--- config.mk ---
export PLATFORM = sky130hd
export DESIGN_NAME = sample_capture_fifo
export DESIGN_NICKNAME = d
export VERILOG_FILES = /design/src/rtl/sample_capture_fifo.sv
export SDC_FILE = /design/constraint.sdc
export NUM_CORES = 1
export LEC_CHECK = 0
export CAP_MARGIN = 5
export CORE_ASPECT_RATIO = 0.75
export CORE_MARGIN = 8
export CORE_UTILIZATION = 30
export CTS_CLUSTER_DIAMETER = 80
export DETAILED_ROUTE_END_ITERATION = 10
export PLACE_DENSITY_LB_ADDON = 0.3
export SLEW_MARGIN = 30
export SYNTH_ARGS = -nofsm -noshare
export SYNTH_HDL_FRONTEND = slang
export SYNTH_SLANG_ARGS = --single-unit
--- constraint.sdc ---
create_clock -name clk -period 4.3 [get_ports clk]
set_input_delay 1.075 -clock clk [delete_from_list [all_inputs] [get_ports clk]]
set_output_delay 1.075 -clock clk [all_outputs]
set_load 0.01 [all_outputs]
--- src/rtl/sample_capture_fifo.sv ---
// sample_capture_fifo
//   First-word fall-through FIFO that buffers the 8-bit samples from the
//   select/mux stage. It hands them to a downstream consumer over valid/ready
//   and flags any push attempted while full in a sticky overflow bit.
//
// Ports
//   clk, rst      rising-edge clock; synchronous active-high reset
//   in_valid      producer offers in_data this cycle
//   in_data       sample from mux stage
//   in_ready      buffer can accept (not full)
//   out_valid     out_data holds the head entry (not empty)
//   out_data      head entry, zero while empty
//   out_ready     consumer takes the head this cycle
//   count         entries stored, 0..DEPTH
//   almost_full   count >= AF_LVL
//   overflow      sticky: push attempted while full
//   clr_ovf       clears overflow at the next edge (a new overflow wins)
module sample_capture_fifo #(
    parameter int WIDTH  = 8,
    parameter int DEPTH  = 8,
    parameter int AF_LVL = 6
) (
    input  logic                       clk,
    input  logic                       rst,
    input  logic                       in_valid,
    input  logic [WIDTH-1:0]           in_data,
    output logic                       in_ready,
    output logic                       out_valid,
    output logic [WIDTH-1:0]           out_data,
    input  logic                       out_ready,
    output logic [$clog2(DEPTH):0]     count,
    output logic                       almost_full,
    output logic                       overflow,
    input  logic                       clr_ovf
);
    localparam int AW = $clog2(DEPTH);
    localparam int CW = AW + 1;

    logic [WIDTH-1:0] mem [DEPTH];
    logic [AW-1:0]    wr_ptr;
    logic [AW-1:0]    rd_ptr;
    logic [CW-1:0]    cnt;
    logic             full;
    logic             empty;
    logic             push;
    logic             pop;

    // Flags come only from the occupancy register, so there is no
    // combinational path from in_valid/out_ready to in_ready/out_valid.
    assign full  = (cnt == CW'(DEPTH));
    assign empty = (cnt == '0);
    assign push  = in_valid & ~full;
    assign pop   = out_ready & ~empty;

    assign in_ready    = ~full;
    assign out_valid   = ~empty;
    assign count       = cnt;
    assign almost_full = (cnt >= CW'(AF_LVL));
    // Storage is not cleared by reset. Masking the head while empty gives a
    // known zero after reset and never exposes in_data on the output.
    assign out_data    = empty ? '0 : mem[rd_ptr];

    // Storage has no reset. A full buffer rejects the write, so a dropped
    // sample never reaches a slot that is still occupied.
    always_ff @(posedge clk) begin
        if (!rst && push)
            mem[wr_ptr] <= in_data;
    end

    always_ff @(posedge clk) begin
        if (rst) begin
            wr_ptr   <= '0;
            rd_ptr   <= '0;
            cnt      <= '0;
            overflow <= 1'b0;
        end else begin
            if (push) wr_ptr <= wr_ptr + 1'b1;
            if (pop)  rd_ptr <= rd_ptr + 1'b1;
            case ({push, pop})
                2'b10:   cnt <= cnt + 1'b1;
                2'b01:   cnt <= cnt - 1'b1;
                default: cnt <= cnt;
            endcase
            // A new overflow event takes priority over clr_ovf.
            if (in_valid && full) overflow <= 1'b1;
            else if (clr_ovf)     overflow <= 1'b0;
        end
    end
endmodule

==> flow_metrics.env <==
export IMPL_start_kind="flop"
export IMPL_ys_ff_latch=78
export IMPL_cellPowerDensity_nw_per_um2=609
export IMPL_min_path_cells=2
export IMPL_hold_class="reg -> reg"
export IMPL_rr_worst_depth=10
export IMPL_layout_min_cycle_time_ps=3440
export IMPL_cts_max_path_buffers=2
export IMPL_finalHoldViolations=0
export IMPL_synth_top_area_share_pct=60.1
export IMPL_overflow=0
export IMPL_drcViolationCount=0
export IMPL_fin_util_pct=38.3
export IMPL_num_vias=1663
export IMPL_synth_area_sq_um=3200
export IMPL_routed_via_density=4.46
export IMPL_cp_required_ps=3220
export IMPL_drt_iter0_drc=99
export IMPL_avgSynthCellArea_sq_um=16.6
export IMPL_worst_path_max_fanout=16
export IMPL_die_h_um=105
export IMPL_clock_sinks=78
export IMPL_synthTopCellsByArea="edfxtp_1, mux4_2, dfxtp_1, mux2i_1, nor2_1"
export IMPL_setup_tns_ps=0
export IMPL_r2r_slack_ps=1380
export IMPL_cts_root_buf="clkbuf_16"
export IMPL_final_nets=249
export IMPL_antennaDiodeCount=0
export IMPL_cts_hold_buf=0
export IMPL_final_layout_size_suffix_gt1_share_pct=20.7
export IMPL_grt_max_degree=19
export IMPL_critPathArrivalTime_ps=2360
export IMPL_ir_worst_vdd_v=0.000191
export IMPL_yosysSeqAreaShare_pct=68.9
export IMPL_antenna_left=0
export IMPL_fin_crit_sh_pct=79.9
export IMPL_rsz0062_at_grt="no"
export IMPL_max_cap_viol_count=0
export IMPL_grt_pass1_wl_um=9970
export IMPL_die_area_sq_um=14200
export IMPL_cts_buffers=9
export IMPL_ctsHtreeMaxLevel=3
export IMPL_io_buffer_count=28
export IMPL_whs_ps=486
export IMPL_slew_viol_final=0
export IMPL_synthCells=192
export IMPL_rows=32
export IMPL_slew_headroom_pct=46.7
export IMPL_postCtsSetupBuffers=0
export IMPL_pwr_share_comb_pct=30.8
export IMPL_synth_cell_types=34
export IMPL_first_pass_iters=4
export IMPL_worst_slack_ps=864
export IMPL_leakage_nw=1.32
export IMPL_syn_to_final_growth_pct=23.9
export IMPL_antenna_found_initial=0
export IMPL_switchingPower_mw=0.688
export IMPL_outcome="finished clean"
export IMPL_insertion_delay_ps=330
export IMPL_clk_pin_slew_ps=60
export IMPL_setup_viol_count_final=0
export IMPL_die_w_um=135
export IMPL_worst_setup_path_type="reg -> out"
export IMPL_grt_util_all_layers_pct=9.50
export IMPL_cp_end_kind="output pin"
export IMPL_synth_top_cell_by_area="edfxtp_1"
export IMPL_syn_nets=209
export IMPL_yosys_warnings=0
export IMPL_cts_tree="built"
export IMPL_finalWirelength_um=6280
export IMPL_cts_resized=0
export IMPL_fmax_ghz=0.291
export IMPL_seqPwrFrac_pct=39.7
export IMPL_clkPwrFrac_pct=29.6
export IMPL_hpwl_um=4240
export IMPL_power_mw=2.41
export IMPL_grt_pass1_vias=1750
export IMPL_wl_per_cell_um=16.8
export IMPL_place_gp_congestion=0.741
export IMPL_power_internal_mw=1.72
export IMPL_switching_share_pct=28.5
export IMPL_initial_core_util_pct=30.9
export IMPL_finClkSkew_ps=6.57
export IMPL_worst_slew_pin_slew_ps=799
export IMPL_dpl_worst_slack_ps=934
export IMPL_core_sq_um=10300
export IMPL_io_pin_count=29
-- synthesized netlist by cell type --
cell / number
o31ai_1: 1
nor2_1: 24
buf_2: 2
mux2_1: 1
and3b_2: 2
dfxtp_1: 14
buf_1: 1
nor4_1: 1
a21o_2: 1
nand2_2: 1
nor2b_1: 3
nor3_1: 6
ha_1: 4
clkbuf_1: 4
inv_1: 3
mux4_2: 16
edfxtp_1: 64
mux2_2: 1
nor4_4: 1
a21oi_1: 3
nor3b_1: 1
o21ai_0: 2
nand3b_1: 1
or4b_1: 1
mux2i_1: 10
inv_2: 1
nor4b_1: 1
buf_6: 2
and2b_2: 1
o21a_1: 1
xor2_1: 5
nand3_1: 6
clkbuf_8: 1
nand2_1: 6
-- through the flow --
| stage | cell area, sq um | cells |
|---|---|---|
| global route | 3960 | 373 |
| CTS | 3960 | 373 |
| detailed placement | 3680 | 357 |
| floorplan | 3200 | 192 |
| global placement | 3680 | 357 |
| finish | 3960 | 373 |
-- placed cells by master, fill, tap and decap left out, types with 3 or more instances in the layout --
cell type / count
nor2_1: 24
ha_1: 4
mux2i_1: 10
dfxtp_1: 14
edfxtp_1: 64
clkdlybuf4s50_1: 28
nor3_1: 6
inv_1: 3
nand3_1: 6
mux4_2: 16
clkbuf_16: 9
nor2b_1: 3
xor2_1: 5
buf_4: 11
nand2_1: 6
a21oi_1: 3
-- registers in the layout, summed over array words and instances (netlist names), named ones only --
register / count
rd_ptr: 3
overflow: 1
count: 4
wr_ptr: 3
mem: 64
-- routing by layer --
| layer | vias to the layer above | track usage (%) | wire (um) |
|---|---|---|---|
| li1 | 817 | - | - |
| met1 | 812 | 12.7 | 3220 |
| met2 | 29 | 13.5 | 2720 |
| met3 | 5 | 3.61 | 267 |
| met4 | 0 | 3.79 | 70 |
| met5 | - | 0 | 0 |
-- worst paths after layout --
path	start	to
hold reg to reg	rd_ptr[1]	flop
setup / recovery	flop	out_data[5]
hold / removal	rd_ptr[1]	flop
setup reg to reg	count[1]	count[2]
-- power by group through the flow --
stage	sequential, mW	clock (mW)	combinational, mW
6_report	0.956	0.713	0.742
5_1_grt	0.967	0.764	0.818
4_1_cts	0.957	0.731	0.764
3_5_place_dp	0.971	0	0.762
3_3_place_gp	0.973	0	0.756
2_1_floorplan	0.936	0	0.480
-- cells by family (layout without fill, tap and decap cells) --
family / after synthesis / count (layout) / share of synthesized area [%]
fa+ha+maj: 4 / 4 / 1.57
compound gates: 8 / 8 / 1.53
buf+inv: 14 / 59 / 2.51
mux: 28 / 28 / 15.1
flops: 78 / 78 / 68.9
simple gates: 55 / 55 / 9.01
xor+xnor: 5 / 5 / 1.37
-- worst max-delay path, cell delays in order, from the launching register on --
cell             delay (ps)
dfxtp_1                 840
mux4_2                  410
mux2i_1                 210
nor2_1                   70
clkdlybuf4s50_1         510
-- cell type report --
type                       instances  area (sq um)
fill                             959          6370
sequential                        78          2200
multi-input combinational        100           926
timing repair buffer              39           363
clock buffer                      11           233
tap                              136           170
clock inverter                     5          50.0
inverter                           4          15.0
Note: power is estimated with default switching activity, not from simulation.
